File: src/rtl/reorder_buffer.sv
// 16-entry reorder buffer: in-order issue at tail, out-of-order completion via the
// result broadcast, in-order commit at head, and a full flush on a mispredicted branch.
module reorder_buffer (
    input  logic        clk,
    input  logic        rst,
    input  logic        rdy,
    input  logic        issue_valid,
    input  logic [4:0]  issue_rd,
    input  logic        issue_is_br,
    output logic        rob_full,
    output logic        upd,
    output logic [3:0]  upd_idx,
    output logic [4:0]  upd_rd,
    input  logic        cdb_valid,
    input  logic [3:0]  cdb_idx,
    input  logic [31:0] cdb_val,
    input  logic        cdb_mispred,
    input  logic [31:0] cdb_target,
    input  logic [3:0]  q1_idx,
    input  logic [3:0]  q2_idx,
    output logic        q1_ready,
    output logic        q2_ready,
    output logic [31:0] q1_val,
    output logic [31:0] q2_val,
    output logic        write,
    output logic [3:0]  write_idx,
    output logic [4:0]  write_rd,
    output logic [31:0] new_val,
    output logic        jp_wrong,
    output logic [31:0] redirect_pc,
    output logic [3:0]  dbg_head,
    output logic [3:0]  dbg_tail,
    output logic [4:0]  dbg_count
);

    logic [15:0] busy_q, busy_d, ready_q, ready_d;
    logic [15:0] is_br_q, is_br_d, mispred_q, mispred_d;
    logic [4:0]  rd_q [16];
    logic [4:0]  rd_d [16];
    logic [31:0] val_q [16];
    logic [31:0] val_d [16];
    logic [31:0] target_q [16];
    logic [31:0] target_d [16];
    logic [3:0]  head_q, head_d, tail_q, tail_d;
    logic [4:0]  count_q, count_d;

    logic accept, commit, q1_hit, q2_hit;

    // Handshakes are combinational in the cycle they occur; nothing is accepted
    // while rst is high so the flops and the strobes agree during reset.
    assign rob_full = !rst && (count_q == 5'd16);
    assign commit   = !rst && rdy && (count_q != 5'd0) && ready_q[head_q];
    assign jp_wrong = commit && is_br_q[head_q] && mispred_q[head_q];
    assign accept   = !rst && rdy && issue_valid && (count_q != 5'd16) && !jp_wrong;

    assign upd         = accept;
    assign upd_idx     = tail_q;
    assign upd_rd      = issue_rd;
    assign write       = commit;
    assign write_idx   = head_q;
    assign write_rd    = rd_q[head_q];
    assign new_val     = val_q[head_q];
    assign redirect_pc = jp_wrong ? target_q[head_q] : 32'd0;

    // Operand lookup with same-cycle bypass from the broadcast bus.
    assign q1_hit   = cdb_valid && (cdb_idx == q1_idx) && busy_q[q1_idx];
    assign q2_hit   = cdb_valid && (cdb_idx == q2_idx) && busy_q[q2_idx];
    assign q1_ready = ready_q[q1_idx] || q1_hit;
    assign q2_ready = ready_q[q2_idx] || q2_hit;
    assign q1_val   = q1_hit ? cdb_val : (ready_q[q1_idx] ? val_q[q1_idx] : 32'd0);
    assign q2_val   = q2_hit ? cdb_val : (ready_q[q2_idx] ? val_q[q2_idx] : 32'd0);

    assign dbg_head  = head_q;
    assign dbg_tail  = tail_q;
    assign dbg_count = count_q;

    always_comb begin
        busy_d    = busy_q;
        ready_d   = ready_q;
        is_br_d   = is_br_q;
        mispred_d = mispred_q;
        rd_d      = rd_q;
        val_d     = val_q;
        target_d  = target_q;
        head_d    = head_q;
        tail_d    = tail_q;
        count_d   = count_q;
        if (rst) begin
            busy_d    = '0;
            ready_d   = '0;
            mispred_d = '0;
            is_br_d   = '0;
            head_d    = '0;
            tail_d    = '0;
            count_d   = '0;
        end else if (jp_wrong) begin
            // Flush wipes everything younger than the branch, including this cycle's traffic.
            busy_d  = '0;
            ready_d = '0;
            head_d  = '0;
            tail_d  = '0;
            count_d = '0;
        end else begin
            if (cdb_valid && rdy && busy_q[cdb_idx]) begin
                ready_d[cdb_idx]   = 1'b1;
                val_d[cdb_idx]     = cdb_val;
                mispred_d[cdb_idx] = cdb_mispred;
                target_d[cdb_idx]  = cdb_target;
            end
            if (commit) begin
                busy_d[head_q]  = 1'b0;
                ready_d[head_q] = 1'b0;
                head_d          = head_q + 4'd1;
            end
            if (accept) begin
                busy_d[tail_q]    = 1'b1;
                ready_d[tail_q]   = 1'b0;
                mispred_d[tail_q] = 1'b0;
                is_br_d[tail_q]   = issue_is_br;
                rd_d[tail_q]      = issue_rd;
                tail_d            = tail_q + 4'd1;
            end
            count_d = count_q + {4'd0, accept} - {4'd0, commit};
        end
    end

    always_ff @(posedge clk) begin
        busy_q    <= busy_d;
        ready_q   <= ready_d;
        is_br_q   <= is_br_d;
        mispred_q <= mispred_d;
        rd_q      <= rd_d;
        val_q     <= val_d;
        target_q  <= target_d;
        head_q    <= head_d;
        tail_q    <= tail_d;
        count_q   <= count_d;
    end

endmodule

File: config.mk
export PLATFORM = sky130hd
export DESIGN_NAME = reorder_buffer
export DESIGN_NICKNAME = d
export VERILOG_FILES = /design/src/rtl/reorder_buffer.sv
export SDC_FILE = /design/constraint.sdc
export NUM_CORES = 1
export LEC_CHECK = 0
export CAP_MARGIN = 20
export CORE_ASPECT_RATIO = 0.7
export CORE_UTILIZATION = 50
export DETAILED_ROUTE_END_ITERATION = 8
export PLACE_DENSITY = 0.68
export SYNTH_ARGS = -nofsm -noshare
export SYNTH_HDL_FRONTEND = slang
export SYNTH_SLANG_ARGS = --single-unit
File: constraint.sdc
create_clock -name clk -period 6.9 [get_ports clk]
set_clock_uncertainty 0.2 [all_clocks]
set_input_delay 0.69 -clock clk [delete_from_list [all_inputs] [get_ports clk]]
set_output_delay 0.69 -clock clk [all_outputs]
set_load 0.01 [all_outputs]
# ---- Yosys cells after proc, flatten, opt, wreduce, memory -nomap -nowiden
# Index checks and enable logic that the tools add are counted.
dict set report op_classes {
  n_addsub 4
  magnitude_cmp 15
  eq_ne 4
  muxes 66
  bitwise_logic 15
  n_reduce_logical 29
}
# cell count
set op_table {}
lappend op_table {{$bwmux W512} 2}
lappend op_table {{$bmux W32 S4} 4}
lappend op_table {{$mux W32} 14}
lappend op_table {{$mux W16} 15}
lappend op_table {{$demux W32 S4} 1}
lappend op_table {{$bwmux W80} 1}
lappend op_table {{$and A16 B16 Y16} 4}
lappend op_table {{$bmux W1 S4} 8}
lappend op_table {{$bwmux W16} 2}
lappend op_table {{$not A16 Y16} 2}
lappend op_table {{$or A16 B16 Y16} 2}
lappend op_table {{$ge A5 B5 Y1 const B} 5}
lappend op_table {{$lt A4 B5 Y1 const B} 5}
lappend op_table {{$not A4 Y5} 5}
lappend op_table {{$bmux W5 S4} 1}
lappend op_table {{$demux W5 S4} 1}
lappend op_table {{$logic_and A1 B1 Y1} 20}
lappend op_table {{$mux W5} 3}
lappend op_table {{$demux W1 S4} 3}
lappend op_table {{$ge A4 B1 Y1 const B} 3}
lappend op_table {{$mux W1} 11}
lappend op_table {{$lt A5 B1 Y1 const B} 2}
lappend op_table {{$add A4 B1 Y4 const B} 2}
lappend op_table {{$eq A4 B4 Y1} 2}
lappend op_table {{other kinds (11)} 15}
dict set report totals {
  register_bits 1181
  input_bits 88
  elab_cells 188
}

# ---- Logic depth before layout (Yosys ltp)
dict set report depth {
  ltp_word 14
  depth_mapped 19
  mapped_depth_nobuf 17
}

# ---- Least setup slack after synthesis
# No wires, ideal clock.
dict set report synth_timing {
  kind {register -> register}
  from {reg count_q[3] (netlist: dbg_count[3])}
  to {reg target_q[448] (netlist name) (enable)}
  arrival_time_ps 4611
  t_required_ps 6214
  slack_ps 1602
  stages_incl_launch_ff 11
  n_path_buf 2
  period_less_slack_ps 5298
  cell_sequence {dfxtp_1 -> inv_1 -> ha_1 -> inv_1 -> o41a_1 -> and4_1 -> o211ai_2 -> nand2b_1 -> clkbuf_1 -> clkbuf_1 -> nor2_1}
}
dict set report synth_via {
  elab_chain_len 7
}
# element line
set synth_lines {}
lappend synth_lines {{start, declared} 45} ;# logic [4:0] count_q, count_d;
lappend synth_lines {{start signal, assigned} 137} ;# count_q <= count_d;
lappend synth_lines {{$reduce_bool A5 Y1} 52} ;# assign commit = !rst && rdy && (count_q != 5'd0) && ready_q[head_q];
lappend synth_lines {{$logic_and A1 B1 Y1 (2 in series)} 52}
lappend synth_lines {{$logic_and A1 B1 Y1 (2 in series)} 53} ;# assign jp_wrong = commit && is_br_q[head_q] && mispred_q[head_q];
lappend synth_lines {{$not A1 Y1 (no line)} --}
lappend synth_lines {{$reduce_and A3 Y1 (no line)} --}
lappend synth_lines {{end signal, assigned} 134} ;# target_q <= target_d;
lappend synth_lines {{end, declared} 42} ;# logic [31:0] target_q [16];
# No other way between the ends.
# A chain may end at the register's enable or synchronous reset.

# ---- Final worst setup path
dict set report layout_timing {
  from {reg head_q[0] (netlist: dbg_head[0])}
  to {out redirect_pc[4]}
}
dict set report layout_via {
  elab_chain_len 6
  elab_cells_between_ends 14
  classes_between {mux: 10; bitwise: 1; reduce/logical: 3}
}
# element line
set layout_lines {}
lappend layout_lines {{start, declared} 44} ;# logic [3:0] head_q, head_d, tail_q, tail_d;
lappend layout_lines {{start signal, assigned} 135} ;# head_q <= head_d;
lappend layout_lines {{$bmux W1 S4} 52}
lappend layout_lines {{$mux W1 (not written as such)} 52}
lappend layout_lines {{$logic_and A1 B1 Y1} 52}
lappend layout_lines {{$logic_and A1 B1 Y1 (2 in series)} 53}
lappend layout_lines {{$mux W32 *} 63} ;# assign redirect_pc = jp_wrong ? target_q[head_q] : 32'd0;
lappend layout_lines {{end, declared} 30} ;# output logic [31:0] redirect_pc,
# Mark *: on every way between the ends. The rest lies on a longest branch, timed or not. The select of a mux whose other input is x is not followed.

==> impl_results.rst <==
.. list-table::
   :header-rows: 1

   * - Metric
     - Value
   * - Weighted congestion reported at the end of routability-driven placement
     - 0.9401
   * - Setup bufs post-CTS
     - 0
   * - Most frequent cell after synthesis
     - sky130_fd_sc_hd__edfxtp_1
   * - Number of antenna violations at the first check in global routing
     - 1
   * - Total of endpoints with negative setup slack in the final report
     - 0
   * - WL final
     - 151.6 mm
   * - Cell area after synthesis
     - 0.05531 mm2
   * - IO buf count
     - 252
   * - Synth cell count leaders
     - 1104 x sky130_fd_sc_hd__edfxtp_1, 649 x sky130_fd_sc_hd__mux4_2, 141 x sky130_fd_sc_hd__mux2i_1
   * - EDFF count, synth
     - 1104
   * - Total DRC errors in the routed layout
     - 0
   * - Part of the Yosys area used for sequential elements
     - 62.73%
   * - Hold Crit Depth
     - 2
   * - Cell types with the largest area share after synthesis
     - sky130_fd_sc_hd__edfxtp_1 60%, sky130_fd_sc_hd__mux4_2 26%, sky130_fd_sc_hd__dfxtp_1 2.8%, sky130_fd_sc_hd__mux2i_1 2.6%, sky130_fd_sc_hd__nor2_1 0.77%
   * - Peak VDD IR
     - 0.2056 mV
   * - Clock tree from TritonCTS
     - done
   * - Count of cell types in the netlist
     - 56
   * - Largest stage delay on the critical path
     - 0.82 ns
   * - Crit Path Class
     - reg -> out
   * - Worst slew pin tran
     - 1.198 ns
   * - Kind of path behind the tightest hold check
     - reg -> reg
   * - Master of the slowest instance on the critical path
     - sky130_fd_sc_hd__dfxtp_4
   * - Final-report max-slew violation count
     - 0
   * - Full die area
     - 0.1120 mm2
   * - Number of buffers inserted during clock tree synthesis
     - 111
   * - Vias post-DR
     - 31049
   * - Via-to-Cell Ratio
     - 6.809
   * - Routed wirelength normalized by instance count
     - 33.25 um
   * - Number of cells on the critical path
     - 8
   * - Final worst path period share
     - 79.34%
   * - Combined area of the multi-input logic cells
     - 0.01940 mm2
   * - Sum Neg Setup Slack
     - 0 ns
   * - Total power divided by cell area
     - 233.1 mW/mm2
   * - Worst Setup Start Kind
     - flop
   * - Critical path data arrival time
     - 4.58 ns
   * - Number of warnings issued by yosys
     - 0
   * - Total Routing Usage GR
     - 27.47%
   * - Worst-Skew Late Latency
     - 0.73 ns
   * - Final worst path period need
     - 5.474 ns
   * - Register Area
     - 0.03471 mm2
   * - Maximum achievable frequency
     - 182.7 MHz
   * - Type of element capturing the critical path
     - output port
   * - Relative slew margins
     - 19.86%
   * - Horiz. Die Dim
     - 399.5 um
   * - Max_cap viols
     - 0
   * - Ys flop type
     - sky130_fd_sc_hd__edfxtp_1
   * - Hold buffer count at cts
     - 0
   * - Area share of the leading cell type in the synthesized netlist
     - 59.94%
   * - Largest buffer count on any clock path
     - 3
   * - Worst reg-to-reg path cell count
     - 7
   * - Wire length of the first global-routing pass
     - 221.2 mm
   * - CTS resizes
     - 0
   * - Vert. Die Dim
     - 280.3 um
   * - Data required time at the worst endpoint
     - 6.01 ns
   * - Fillcell total
     - 7877
   * - Final hold vios
     - 0
   * - Clock tree root driver cell
     - sky130_fd_sc_hd__clkbuf_16
   * - Clock sink total
     - 1181
   * - Count of buffer and inverter cells on the critical path
     - 3
   * - Floorplan core area
     - 0.1091 mm2
   * - Leading area contributor after synthesis
     - sky130_fd_sc_hd__edfxtp_1
   * - Critical path cell sequence
     - buf_4 > nand4_1 > nand3_1 > o22a_1 > o211ai_2 > inv_4 > and2_1 > clkdlybuf4s50_1
   * - Leakage power
     - 19.81 nW
   * - Post-synth ARST share
     - 0%
   * - DR pass1 iterations
     - 6
   * - Area post-placement
     - 0.05945 mm2
   * - Cell row count
     - 101
   * - Final net count
     - 3129
   * - Antenna-violating nets left
     - 0
   * - Boundary pin count
     - 253
   * - Crit path max-delay family
     - buffers and inverters
   * - Initial Utilization
     - 50.71%
   * - Final core utilization
     - 57.91%
   * - Largest net degree at the start of global routing
     - 137
   * - Post-Synthesis Cells
     - 2816
   * - Clock transition at the registers of the reported paths
     - 0.07 ns
   * - Synth Register Bits
     - 1181
   * - Final global-route overflow total
     - 0
   * - Share of final-layout standard cells stronger than drive strength 1
     - 29.90%
   * - Initial detailed-routing violation count
     - 3664
   * - Unrepaired setup endpoints after global routing
     - false
   * - Outcome
     - finished clean
   * - H-tree levels
     - 3
   * - Post-route cell area
     - 0.06315 mm2
   * - Layout-stage area growth over the synthesis result
     - 14.18%
   * - Mean area per synthesized cell
     - 19.64 um2
   * - Number of global-route vias before repair
     - 31558
   * - Highest net fanout along the worst path
     - 88
   * - HPWL after detailed placement
     - 85.26 mm
   * - Synthesized Nets
     - 2919
cells in the final DEF, fill, tap and decap left out, types with 8 or more instances in the layout:
master	instances
sky130_fd_sc_hd__nor2_1	97
sky130_fd_sc_hd__clkdlybuf4s50_1	244
sky130_fd_sc_hd__buf_4	53
sky130_fd_sc_hd__dfxtp_1	73
sky130_fd_sc_hd__buf_12	20
sky130_fd_sc_hd__clkinv_2	19
sky130_fd_sc_hd__xor2_1	8
sky130_fd_sc_hd__ha_1	14
sky130_fd_sc_hd__clkinv_1	23
sky130_fd_sc_hd__nand4_1	11
sky130_fd_sc_hd__xnor2_1	8
sky130_fd_sc_hd__mux4_2	649
sky130_fd_sc_hd__nand2_1	85
sky130_fd_sc_hd__and2_1	39
sky130_fd_sc_hd__nor2b_1	10
sky130_fd_sc_hd__clkbuf_1	19
sky130_fd_sc_hd__bufinv_16	15
sky130_fd_sc_hd__mux2i_1	141
sky130_fd_sc_hd__inv_1	62
sky130_fd_sc_hd__a211oi_1	19
sky130_fd_sc_hd__nand3_1	52
sky130_fd_sc_hd__a21oi_1	23
sky130_fd_sc_hd__nor2_4	16
sky130_fd_sc_hd__edfxtp_1	1104
sky130_fd_sc_hd__clkbuf_16	112
sky130_fd_sc_hd__o21ai_0	63
logic make-up (layout without fill, tap and decap cells):
kind of cell	count (synthesis)	in the layout	share of synthesized area (%)
muxes	801	801	29.34
and+or+nand+nor	372	372	3.348
xor gates and xnor gates	16	16	0.2534
buffers and inverters	290	591	2.436
adders and majority gates	15	15	0.3529
AOI/OAI and AO/OA	141	141	1.541
DFF	1181	1181	62.73
other	0	1	0
worst register-to-register path: cells and delay by family (launching register included):
| kind | cells | cell delay, ns |
|---|---|---|
| AND/OR/NAND/NOR | 2 | 1.76 |
| buffers and inverters | 2 | 1.17 |
| flip-flops | 1 | 0.82 |
| AO/OA/AOI/OAI | 3 | 0.64 |
report_power, final:
part / total (W) / leakage, nW / internal, W / switching, W
sequential: 0.00784 / 10.5 / 0.00783 / 0.0000102
combinational: 0.000629 / 7.48 / 0.000279 / 0.000350
clock: 0.00625 / 1.78 / 0.00354 / 0.00271
total: 0.0147 / 19.8 / 0.0117 / 0.00307
registers in the layout (all words and copies together), names as in the netlist:
signal / cells
target_q: 512
dbg_tail: 4
dbg_count: 5
dbg_head: 4
val_q: 512
is_br_q: 16
busy_q: 16
ready_q: 16
rd_q: 80
mispred_q: 16
through the flow:
step                hold WS (ns)  std cells  setup WS [ns]  power (W)
CTS                       0.2814       4558          1.318    0.01482
detailed placement        0.2706       4354          1.636   0.008620
global placement          0.2648       4351          1.489   0.008600
floorplan                 0.2495       2816          1.602   0.008356
finish                    0.2827       4560          1.426    0.01472
global route              0.3079       4560          1.119    0.01510
worst paths after layout:
kind,from,endpoint,slack [ns]
worst max-delay path,dbg_head[0],redirect_pc[4],1.43
worst min-delay path,is_br_q[1],is_br_q[1],0.28
worst max register to register,dbg_head[0],val_q[59],1.97
worst min register to register,is_br_q[1],is_br_q[1],0.28
metal layers:
layer  GRT usage (%)  up-vias  routed length (um)  part of all wire (%)
li1                -    12322                   -                     -
met5               0        -                   0                     0
met2           42.53     1980               71660                    47
met1           39.17    16467               60360                    40
met4           8.113        0                4245                   2.8
met3           6.417      280               15360                    10
layout make-up:
cell class | count | area share [%]
clock inverters | 73 | 1.288
flip-flops and latches | 1181 | 54.96
diodes | 1 | 0.003963
inverters | 63 | 0.3784
clock buffers | 131 | 4.551
multi-input cells | 1345 | 30.72
well taps | 1442 | 2.857
repair buffers | 324 | 5.243
Power figures use the tool's default switching activity.
